File: src/rtl/start_seq_pkg.sv
// Shared encodings for start_sequencer: FSM states, status codes and LED patterns.
package start_seq_pkg;

    typedef enum logic [2:0] {
        S_IDLE,
        S_CORE_RST,
        S_LAUNCH,
        S_RUN,
        S_DONE,
        S_TIMEOUT
    } seq_state_e;

    typedef enum logic [1:0] {
        STAT_IDLE  = 2'b00,
        STAT_START = 2'b01,
        STAT_RUN   = 2'b10,
        STAT_END   = 2'b11
    } seq_status_e;

    localparam logic [2:0] LED_IDLE = 3'b001;
    localparam logic [2:0] LED_RUN  = 3'b010;
    localparam logic [2:0] LED_END  = 3'b100;

    function automatic seq_status_e status_of(input seq_state_e s);
        seq_status_e st;
        unique case (s)
            S_IDLE:              st = STAT_IDLE;
            S_CORE_RST, S_LAUNCH: st = STAT_START;
            S_RUN:               st = STAT_RUN;
            default:             st = STAT_END;
        endcase
        return st;
    endfunction

    // Reset/launch share the run LED; done and timeout share the end LED.
    function automatic logic [2:0] led_of(input seq_state_e s);
        logic [2:0] l;
        unique case (s)
            S_IDLE:                      l = LED_IDLE;
            S_CORE_RST, S_LAUNCH, S_RUN: l = LED_RUN;
            default:                     l = LED_END;
        endcase
        return l;
    endfunction

endpackage

File: src/rtl/switch_debounce.sv
// One switch channel: 2-flop synchroniser, saturating stability counter and
// rising-edge detect of the debounced level.
module switch_debounce #(
    parameter int unsigned DEB_W = 10
) (
    input  logic clk_i,
    input  logic rst_ni,
    input  logic sw_i,
    output logic deb_o,
    output logic rise_o
);

    logic             sync1_q;
    logic             sync2_q;
    logic [DEB_W-1:0] cnt_q;
    logic [DEB_W-1:0] cnt_d;
    logic             deb_prev_q;

    always_comb begin
        cnt_d = '0;
        if (sync2_q) begin
            cnt_d = (&cnt_q) ? cnt_q : cnt_q + 1'b1;
        end
    end

    assign deb_o  = &cnt_q;
    assign rise_o = deb_o & ~deb_prev_q;

    always_ff @(posedge clk_i or negedge rst_ni) begin
        if (!rst_ni) begin
            sync1_q    <= 1'b0;
            sync2_q    <= 1'b0;
            cnt_q      <= '0;
            deb_prev_q <= 1'b0;
        end else begin
            sync1_q    <= sw_i;
            sync2_q    <= sync1_q;
            cnt_q      <= cnt_d;
            deb_prev_q <= deb_o;
        end
    end

endmodule

File: src/rtl/start_sequencer.sv
// Switch-started engine sequencer: debounce, pending arbitration, core reset, launch, run.
// Optional RUN watchdog / TIMEOUT state is built when START_SEQ_WATCHDOG_EN is defined.
module start_sequencer
    import start_seq_pkg::*;
#(
    parameter int unsigned  NUM_CH     = 2,
    parameter int unsigned  DEB_W      = 10,
    parameter int unsigned  RST_CYCLES = 16,
    parameter int unsigned  WD_W       = 24,
    localparam int unsigned AW         = (NUM_CH > 1) ? $clog2(NUM_CH) : 1
) (
    input  logic              clock,
    input  logic              rst,
    input  logic [NUM_CH-1:0] sw_in,
    input  logic [NUM_CH-1:0] done_in,
    output logic [NUM_CH-1:0] core_rst,
    output logic [NUM_CH-1:0] begin_out,
    output logic [1:0]        status,
    output logic [2:0]        led,
    output logic [AW-1:0]     active_ch,
    output logic              timeout
);

    if (RST_CYCLES < 1 || RST_CYCLES > 255) begin : g_bad_rst_cycles
        $error("start_sequencer: RST_CYCLES must be in 1..255");
    end
    if (WD_W < 1) begin : g_bad_wd_w
        $error("start_sequencer: WD_W must be at least 1");
    end

    logic [NUM_CH-1:0] deb;
    logic [NUM_CH-1:0] rise;

    for (genvar g = 0; g < NUM_CH; g++) begin : g_ch
        switch_debounce #(
            .DEB_W(DEB_W)
        ) u_deb (
            .clk_i (clock),
            .rst_ni(rst),
            .sw_i  (sw_in[g]),
            .deb_o (deb[g]),
            .rise_o(rise[g])
        );
    end

    seq_state_e        state_q;
    seq_state_e        state_d;
    logic [7:0]        rcnt_q;
    logic [7:0]        rcnt_d;
    logic [AW-1:0]     active_q;
    logic [AW-1:0]     active_d;
    logic [NUM_CH-1:0] pending_q;
    logic [NUM_CH-1:0] pending_d;
    logic [NUM_CH-1:0] grant;
    logic [AW-1:0]     low_idx;
    logic              low_vld;
    logic              act_deb;
    logic              hold_rst;
    logic              fire;

`ifdef START_SEQ_WATCHDOG_EN
    logic [WD_W-1:0]   wd_q;
    logic [WD_W-1:0]   wd_d;
`endif

    always_comb begin
        low_idx = '0;
        low_vld = 1'b0;
        for (int unsigned i = 0; i < NUM_CH; i++) begin
            if (pending_q[i] && !low_vld) begin
                low_vld = 1'b1;
                low_idx = AW'(i);
            end
        end
    end

    assign act_deb = deb[active_q];

    // A request survives only while its debounced level stays high.
    assign pending_d = (pending_q | rise) & deb & ~grant;

    always_comb begin
        state_d  = state_q;
        rcnt_d   = rcnt_q;
        active_d = active_q;
        grant    = '0;
        hold_rst = 1'b0;
        fire     = 1'b0;
`ifdef START_SEQ_WATCHDOG_EN
        wd_d     = wd_q;
`endif
        unique case (state_q)
            S_IDLE: begin
                if (low_vld) begin
                    state_d  = S_CORE_RST;
                    active_d = low_idx;
                    rcnt_d   = '0;
                    grant    = NUM_CH'(1) << low_idx;
                end
            end
            S_CORE_RST: begin
                hold_rst = 1'b1;
                if (!act_deb) begin
                    state_d = S_IDLE;
                end else if (rcnt_q == 8'(RST_CYCLES - 1)) begin
                    state_d = S_LAUNCH;
                end else begin
                    rcnt_d = rcnt_q + 8'd1;
                end
            end
            S_LAUNCH: begin
                if (!act_deb) begin
                    hold_rst = 1'b1;
                    state_d  = S_IDLE;
                end else begin
                    fire    = 1'b1;
                    state_d = S_RUN;
`ifdef START_SEQ_WATCHDOG_EN
                    wd_d    = '0;
`endif
                end
            end
            S_RUN: begin
                if (!act_deb) begin
                    hold_rst = 1'b1;
                    state_d  = S_IDLE;
                end else if (done_in[active_q]) begin
                    state_d = S_DONE;
                end
`ifdef START_SEQ_WATCHDOG_EN
                else begin
                    // Expire on the cycle the incremented count reaches all-ones.
                    wd_d = wd_q + 1'b1;
                    if (&wd_d) begin
                        state_d = S_TIMEOUT;
                    end
                end
`endif
            end
            S_DONE, S_TIMEOUT: begin
                if (!act_deb) begin
                    state_d = S_IDLE;
                end
            end
            default: state_d = S_IDLE;
        endcase
    end

    assign core_rst  = hold_rst ? (NUM_CH'(1) << active_q) : '0;
    assign begin_out = fire ? (NUM_CH'(1) << active_q) : '0;
    assign status    = status_of(state_q);
    assign led       = led_of(state_q);
    assign active_ch = active_q;

`ifdef START_SEQ_WATCHDOG_EN
    assign timeout = (state_q == S_TIMEOUT);

    always_ff @(posedge clock or negedge rst) begin
        if (!rst) begin
            wd_q <= '0;
        end else begin
            wd_q <= wd_d;
        end
    end
`else
    assign timeout = 1'b0;
`endif

    always_ff @(posedge clock or negedge rst) begin
        if (!rst) begin
            state_q   <= S_IDLE;
            rcnt_q    <= '0;
            active_q  <= '0;
            pending_q <= '0;
        end else begin
            state_q   <= state_d;
            rcnt_q    <= rcnt_d;
            active_q  <= active_d;
            pending_q <= pending_d;
        end
    end

endmodule

File: config.mk
export PLATFORM = sky130hd
export DESIGN_NAME = start_sequencer
export DESIGN_NICKNAME = d
export VERILOG_FILES = /design/src/rtl/start_seq_pkg.sv /design/src/rtl/switch_debounce.sv /design/src/rtl/start_sequencer.sv
export SDC_FILE = /design/constraint.sdc
export NUM_CORES = 1
export LEC_CHECK = 0
export CAP_MARGIN = 10
export CORE_ASPECT_RATIO = 0.6
export CORE_MARGIN = 5
export CORE_UTILIZATION = 29
export DETAILED_ROUTE_END_ITERATION = 10
export GPL_ROUTABILITY_DRIVEN = 1
export PLACE_DENSITY_LB_ADDON = 0.15
export SLEW_MARGIN = 20
export SYNTH_ARGS = -nofsm -noshare
export SYNTH_HDL_FRONTEND = slang
export SYNTH_SLANG_ARGS = --single-unit
File: constraint.sdc
create_clock -name clock -period 2.1 [get_ports clock]
set_input_delay 0.42 -clock clock [delete_from_list [all_inputs] [get_ports clock]]
set_output_delay 0.42 -clock clock [all_outputs]
set_load 0.01 [all_outputs]
Yosys cells after proc, flatten, opt, wreduce, memory -nomap -nowiden
Cells that the tools add are included.

$add $sub $neg: 3. $lt $le $gt $ge: 1. Equal/unequal tests: 14. Shift-type cells: 2. Multiplexer cells: 33. Bitwise logic cells: 8. Reductions and logical operators: 13.

Operators by type and width (count): two-way mux 10 bit (4); two-way mux 8 bit (3); adder 10 x 1 -> 10 bit, second input constant (2); AND reduction 10 bit (2); two-way mux 3 bit (6); case mux 8 bit (2 select lines) (1); case mux 3 bit (5 select lines) (1); != test 2 bit, second input constant (6); two-way mux 1 bit (10); two-way mux 2 bit (5); adder 8 x 1 -> 8 bit, second input constant (1); equality test 8 x 4 -> 1 bit, second input constant (1); AND reduction 4 bit (2); equality test 3 x 2 -> 1 bit, second input constant (2); equality test 3 bit, second input constant (2); != test 3 bit, second input constant (2); case mux 2 bit (3 select lines) (1); case mux 3 bit (2 select lines) (1); OR reduction 2 bit (3); AND 2 bit (2); left shift 1 x 1 -> 2 bit, first input constant (2); equality test 3 x 1 -> 1 bit, second input constant (1); zero test 3 bit (1); OR reduction 3 bit (1); 10 further kinds (12).

Register bits after elaboration: 40. Bits of input ports: 6. Output and inout bits: 11. Logic and storage cells: 86.

Longest topological paths before layout
Gate-level depths: netlist (run 1).

Depth in word-level cells: 9. Depth in mapped cells: 7. Depth with buffers taken out: 6.

Cells and area by module
A second synthesis (run 1) with hierarchy kept.

Cells, all modules: 226. Area, all modules: 2213.4 µm².

By module, submodules not included: switch_debounce (times used 2, cells each 64, area each 648.1 µm², sequential area each 325.3 µm²); start_sequencer (times used 1, cells each 98, area each 917.1 µm², sequential area each 350.3 µm²).

Worst setup path after synthesis (run 1)
Ideal clock, no wire load.

Path type: flip-flop to output port. Start: reg g_ch[0].u_deb.cnt_q[0]. End: out begin_out[0]. Data arrival time: 1.785 ns. Required time: 1.680 ns. Setup slack: -0.105 ns. Stages on the path, launching flop included: 8. Buffers on the path: 1. Cell sequence: dfrtp_1 -> ha_1 -> nand3_1 -> or3_1 -> clkbuf_1 -> inv_1 -> nand2_1 -> nor4_1.

Cells in the longest elaborated chain, start to end: 6.

RTL lines: start, declared (RTL line switch_debounce.sv:15) `logic [DEB_W-1:0] cnt_q;`; start signal, assigned (RTL line switch_debounce.sv:38) `cnt_q <= cnt_d;`; AND reduction 10 bit (RTL line switch_debounce.sv:26) `assign deb_o = &cnt_q;`; net g_ch[0].u_deb.deb_o (RTL line switch_debounce.sv:9) `output logic deb_o,`; two-way mux 1 bit (not written as such) (2 in series) (RTL line start_sequencer.sv:77) `assign act_deb = deb[active_q];`; two-way mux 1 bit (RTL line start_sequencer.sv:112) `if (!act_deb) begin`; two-way mux 1 bit (RTL line start_sequencer.sv:92) `unique case (state_q)`; two-way mux 2 bit (RTL line start_sequencer.sv:150) `assign begin_out = fire ? (NUM_CH'(1) << active_q) : '0;`; end, declared (RTL line start_sequencer.sv:17) `output logic [NUM_CH-1:0] begin_out,`.

The timed path passes the listed nets, and every way through them passes these cells. The select of a mux whose other input is x is not followed.

Worst setup path after layout (run 1)
Start: reg g_ch[0].u_deb.cnt_q[1]. End: out begin_out[0].

The elaborated chain is that of the path after synthesis.

==> run_results.csv, run 1 <==
group,metric,value,unit
clocking,cts_num_sinks,40,
synth,synthArstFlopShare,100,%
placed_design,dp_cells,368,
synth,yosysSeqAreaShare,46.3,%
power,netSwitchingPower,0.335,mW
clocking,worstSkewPairLatency,280,ps
setup_path,crit_arrival,1680,ps
timing,skew,6.29,ps
power,swShare,19.5,%
layout,diodes,0,
global_route,grt_max_degree,41,
layout,fillCellCount,737,
setup_path,start_kind,"flip-flop",
setup_path,critPathBufInv,2,
detailed_routing,drt_iter0_markers,88,
timing,worst_pin_slew,571,ps
detailed_routing,via_per_inst,4.66,
layout,area_growth,37.6,%
layout,drive_gt1_share,31.9,%
global_route,grt_pass1_wl,8590,um
synth,synth_fp_nets,225,
placed_design,dp_hpwl,3630,um
detailed_routing,firstDrtPassIters,4,
setup_path,worstPathRequired,1680,ps
power,p_seq_share,46.3,%
detailed_routing,drtAntennaViolNets,0,
synth,avgSynthCellArea,10.0,sq um
setup_path,end_kind,"output port",
power,intPower,1.38,mW
setup_path,path_delay_family,"simple AND/OR/NAND/NOR gates",
timing,hold_viol,0,
placed_design,io_buffers,15,
detailed_routing,num_vias,1785,
synth,muxShareOfSynthArea,5.27,%
floorplanning,design.die.area,0.00934,sq mm
timing,slew_violations,0,
setup_path,cp_cell_sequence,"ha_2 > nand3_2 > or3_4 > inv_2 > nand2_2 > nor4_2 > buf_2",
synth,synth_ff_type,"dfrtp_1",
synth,synth-simple-area-share,23.4,%
layout,final_common_cell,"buf_4",
synth,ys_types,51,
setup_path,cp_max_fo,2,
synth,netlist_instances,216,
timing,setup_viol,0,
detailed_routing,drt_wl_total,5030,um
clocking,cts_buffer_depth,2,
floorplanning,num_rows,24,
synth,synth_compound_area_share,16.7,%
status,status,"finished, final reports clean",
global_route,grtUsageTotal,11.6,%
placed_design,place_congestion,0.839,
timing,slew-limit-headroom,61.7,%
synth,synth_top_family_by_area,"simple AND/OR/NAND/NOR gates",
power,powerDensity,576,mW/mm^2
global_route,grt_pass1_vias,1689,
synth,synth_fa_ha_area_share,1.74,%
clocking,clkTransAtPathRegs,60,ps
timing,fmax,0.477,GHz
detailed_routing,wl_per_cell,13.1,um
global_route,antenna_found_initial,0,
global_route,grt-ovfl-total,0,
timing,rsz0062_at_grt,"true",
setup_path,slowest_stage,"dfrtp_1",
layout,register_area,0.00100,sq mm
layout,fin_nets,287,
clocking,cts-buffers-inserted,5,
clocking,cts_max_level,2,
layout,multiInputGateArea,0.00115,sq mm
floorplanning,io_pins,17,
synth,yosys_warnings,0,
clocking,ctsRootBufferMaster,"clkbuf_16",
setup_path,crit_type,"flip-flop to output port",
layout,instances_no_fill,383,
clocking,tritoncts,"yes",
power,clockPowerShare,49.2,%
floorplanning,die-height,76.9,um
worst_hold_path,hold_class,"primary input to async pin",
power,irDropWorstVdd,0.263,mV
power,p_leak,1.34,nW
timing,fin_crit_sh,99.9,%
synth,synth-edff-count,0,
setup_path,cpPeakStageDelay,360,ps
layout,mostFrequentLayoutCells,"buf_4 (48), dfrtp_1 (38), nand2_1 (20)",
timing,setup_slack,1.67,ps
timing,fin_crit,2100,ps
synth,synth-xor-area-share,2.84,%
floorplanning,fp.dieW,121,um
synth,ys_ff_latch,40,
floorplanning,initial_core_util,29.8,%
placed_design,dp_slack,-203,ps
synth,syn_area,0.00216,sq mm
job,maxCapViolations,0,
clocking,postCtsHoldBufs,0,
layout,final_util,40.9,%
power,power_frac_comb,4.5,%
detailed_routing,drc,0,
floorplanning,core_area,0.00727,sq mm
[registers in the layout (all words and copies together) (netlist names)]
name	count
g_ch.u_deb.sync2_q	2
g_ch.u_deb.cnt_q	20
g_ch.u_deb.sync1_q	2
g_ch.u_deb.deb_prev_q	2
active_ch	1
rcnt_q	8
state_q	3
pending_q	2
[routing by layer]
| layer | global-route usage (%) | part of all wire [%] | wire, um | vias up |
|---|---|---|---|---|
| li1 | - | - | - | 926 |
| met1 | 19.0 | 59 | 2970 | 823 |
| met2 | 13.6 | 36 | 1800 | 34 |
| met3 | 3.82 | 4.8 | 242 | 2 |
| met4 | 3.69 | 0.50 | 25 | 0 |
| met5 | 0 | 0 | 0 | - |
[worst register-to-register path, delay by kind of cell (launching register included)]
| family | cells | cell delay [ps] |
|---|---|---|
| AO/OA/AOI/OAI | 1 | 380 |
| adder cells (fa/ha/maj) | 1 | 190 |
| buffers and inverters | 2 | 280 |
| flip-flops | 1 | 360 |
| multiplexers | 1 | 220 |
| AND/OR/NAND/NOR | 2 | 510 |
[power by group through the flow]
| stage | clock [mW] | combinational, mW | sequential [mW] |
|---|---|---|---|
| floorplan | 0 | 0.0224 | 0.807 |
| global placement | 0 | 0.0668 | 0.806 |
| detailed placement | 0 | 0.0670 | 0.806 |
| CTS | 0.877 | 0.0736 | 0.792 |
| global route | 0.913 | 0.0884 | 0.793 |
| finish | 0.843 | 0.0774 | 0.793 |
[timing repair]
action,CTS,global route
pin swaps,6,2
setup buffers,4,3
hold endpoints to repair,0,0
endpoints found under the setup margin,7,11
gates resized for setup,28,8
[kinds of logic (layout without fill, tap and decap cells)]
family	Yosys count	count (layout)
AO/OA/AOI/OAI	46	46
buffers and inverters	17	80
flip-flops	40	40
adder cells (fa/ha/maj)	3	3
AND/OR/NAND/NOR	91	91
other	1	1
multiplexers	11	11
XOR/XNOR	7	7
[synth_stat cells, drive strengths merged (3+ instances only)]
master,count,area (sq um)
a211oi,5,37.5
or4,4,33.8
dfrtp,40,1000
inv,8,30.0
xor2,5,43.8
o31ai,4,30.0
or3,4,25.0
or2,3,18.8
and3,5,31.3
nor4,5,37.5
buf,5,33.8
mux2,3,33.8
nor3,6,30.0
nand3,8,40.0
clkbuf,4,15.0
o21ai,9,45.0
a21oi,7,35.0
nand2,21,78.8
ha,3,37.5
nand4,4,40.0
mux2i,8,80.1
and2,5,31.3
nor2,16,60.1
o211ai,3,22.5
[final timing paths]
kind / cells past startpoint / startpoint / end / slack [ps]
min in group clock: 0 / g_ch[1].u_deb.sync1_q / g_ch[1].u_deb.sync2_q / 350
max in group asynchronous: 2 / rst / state_q[1] / 1510
worst min register to register: 0 / g_ch[1].u_deb.sync1_q / g_ch[1].u_deb.sync2_q / 350
worst max register to register: 7 / g_ch[0].u_deb.cnt_q[1] / rcnt_q[6] / 80
worst max-delay path: 7 / g_ch[0].u_deb.cnt_q[1] / begin_out[0] / 2
worst min-delay path: 2 / rst / g_ch[0].u_deb.cnt_q[7] / 190
[cell type report]
class | instances | share of cell area, %
sequential | 40 | 33.7
multi-input combinational | 159 | 38.5
inverter | 8 | 1.01
tap | 104 | 4.38
clock inverter | 2 | 1.18
timing repair buffer | 64 | 16.8
clock buffer | 6 | 4.33
[metrics by stage]
step	instance area [sq um]	setup TNS (ps)	power, mW	hold slack (ps)
after floorplan	2170	0	0.830	124
after global placement	2710	-507	0.872	335
after detailed placement	2710	-615	0.873	339
after CTS	2920	-23.4	1.74	212
after global routing	2970	-176	1.79	238
final	2970	0	1.71	187
(Power assumes the default switching activity.)
==> run 2: changes to the inputs <==
- MAX_ROUTING_LAYER: unset -> met4
==> run_results.csv, run 2 (synthesis gave the netlist of run 1 again) <==
group,metric,value,unit
clocking,clkTransAtPathRegs,60,ps
layout,register_area,0.00100,sq mm
setup_path,path_delay_family,"simple AND/OR/NAND/NOR gates",
status,status,"finished, final reports clean",
global_route,grt-ovfl-total,0,
layout,fillCellCount,737,
timing,setup_viol,0,
clocking,cts-buffers-inserted,5,
setup_path,start_kind,"flip-flop",
power,powerDensity,576,mW/mm^2
power,p_leak,1.34,nW
global_route,antenna_found_initial,0,
detailed_routing,via_per_inst,4.69,
setup_path,crit_arrival,1680,ps
layout,instances_no_fill,383,
global_route,grtUsageTotal,12.0,%
setup_path,crit_type,"flip-flop to output port",
detailed_routing,drt_iter0_markers,100,
layout,largest_reg_flops,20,
floorplanning,io_pins,17,
setup_path,critPathBufInv,2,
timing,skew,5.97,ps
clocking,cts_num_sinks,40,
placed_design,place_congestion,0.852,
detailed_routing,drc,0,
job,maxCapViolations,0,
floorplanning,initial_core_util,29.8,%
global_route,grt_pass1_vias,1689,
global_route,grt_pass1_wl,8590,um
setup_path,worstPathRequired,1680,ps
detailed_routing,drtAntennaViolNets,0,
layout,max_flop_register,"g_ch.u_deb.cnt_q",
timing,fmax,0.477,GHz
power,irDropWorstVdd,0.263,mV
floorplanning,die-height,76.9,um
layout,final_common_cell,"buf_4",
setup_path,slowest_stage,"dfrtp_1",
timing,fin_crit,2100,ps
timing,slew_violations,0,
clocking,ctsRootBufferMaster,"clkbuf_16",
clocking,worstSkewPairLatency,280,ps
layout,diodes,0,
clocking,tritoncts,"yes",
layout,mostFrequentLayoutCells,"buf_4 (48), dfrtp_1 (38), nand2_1 (20)",
floorplanning,num_rows,24,
floorplanning,core_area,0.00727,sq mm
setup_path,end_kind,"output port",
setup_path,cp_max_fo,2,
placed_design,io_buffers,15,
timing,setup_slack,2.84,ps
worst_hold_path,hold_class,"primary input to async pin",
placed_design,dp_cells,368,
timing,worst_pin_slew,548,ps
layout,area_growth,37.6,%
layout,reg_top3,"g_ch.u_deb.cnt_q: 20 flops, rcnt_q: 8 flops, state_q: 3 flops",
floorplanning,design.die.area,0.00934,sq mm
global_route,grt_max_degree,41,
detailed_routing,firstDrtPassIters,4,
floorplanning,fp.dieW,121,um
placed_design,dp_slack,-203,ps
timing,fin_crit_sh,99.9,%
detailed_routing,drt_wl_total,5030,um
layout,multiInputGateArea,0.00115,sq mm
setup_path,cp_cell_sequence,"ha_2 > nand3_2 > or3_4 > inv_2 > nand2_2 > nor4_2 > buf_2",
placed_design,dp_hpwl,3630,um
layout,drive_gt1_share,31.9,%
layout,fin_nets,287,
setup_path,cpPeakStageDelay,360,ps
timing,rsz0062_at_grt,"true",
detailed_routing,wl_per_cell,13.1,um
timing,hold_viol,0,
clocking,cts_buffer_depth,2,
clocking,cts_max_level,2,
detailed_routing,num_vias,1796,
timing,slew-limit-headroom,63.2,%
## run 2: worst register-to-register path, delay by kind of cell, from the launching register on
family	cells	cell delay, ps
muxes	1	220
and+or+nand+nor	2	510
adders and majority gates	1	190
AOI/OAI and AO/OA	1	380
DFF	1	360
buffers and inverters	2	280
## run 2: metrics by stage
| step | TNS, ps | area, sq um | util, % | total power, mW | hold WS (ps) |
|---|---|---|---|---|---|
| finish | 0 | 2970 | 40.9 | 1.71 | 187 |
| global route | -176 | 2970 | 40.9 | 1.79 | 238 |
| CTS | -23.4 | 2920 | 40.1 | 1.74 | 212 |
| detailed placement | -615 | 2710 | 37.3 | 0.873 | 339 |
| global placement | -507 | 2710 | 37.3 | 0.872 | 335 |
| floorplan | 0 | 2170 | - | 0.830 | 124 |
## run 2: layout make-up
type / instances / area share, %
clock buffers: 6 / 4.33
clock inverters: 2 / 1.18
inverters: 8 / 1.01
multi-input cells: 159 / 38.5
flip-flops and latches: 40 / 33.7
well taps: 104 / 4.38
repair buffers: 64 / 16.8
## run 2: repair_timing
action / 4_1_cts / 5_1_grt
pin swaps: 6 / 2
hold endpoints to repair: 0 / 0
setup buffers: 4 / 3
hold buffers: 0 / 0
resized for setup: 28 / 8
setup endpoints to repair: 7 / 11
## run 2: layer usage
metal / vias up / wire [um] / GRT usage [%]
met5: - / 0 / -
met4: 0 / 77 / 3.69
met3: 9 / 257 / 3.82
met2: 39 / 1770 / 13.6
met1: 825 / 2930 / 19.0
li1: 923 / - / -
## run 2: where the power goes
group / leakage, nW / internal (mW) / switching (mW)
logic: 0.720 / 0.0364 / 0.0410
clock network: 0.0808 / 0.558 / 0.286
registers: 0.541 / 0.784 / 0.00862
total: 1.34 / 1.38 / 0.335
## run 2: final timing paths
kind                                   startpoint                endpoint  slack (ps)  cells past startpoint
max                        g_ch[0].u_deb.cnt_q[1]            begin_out[0]           3                      7
min                                           rst  g_ch[0].u_deb.cnt_q[7]         190                      2
max reg2reg                g_ch[0].u_deb.cnt_q[1]               rcnt_q[6]          80                      7
min reg2reg                 g_ch[1].u_deb.sync1_q   g_ch[1].u_deb.sync2_q         350                      0
max in group asynchronous                     rst              state_q[1]        1510                      2
min in group clock          g_ch[1].u_deb.sync1_q   g_ch[1].u_deb.sync2_q         350                      0
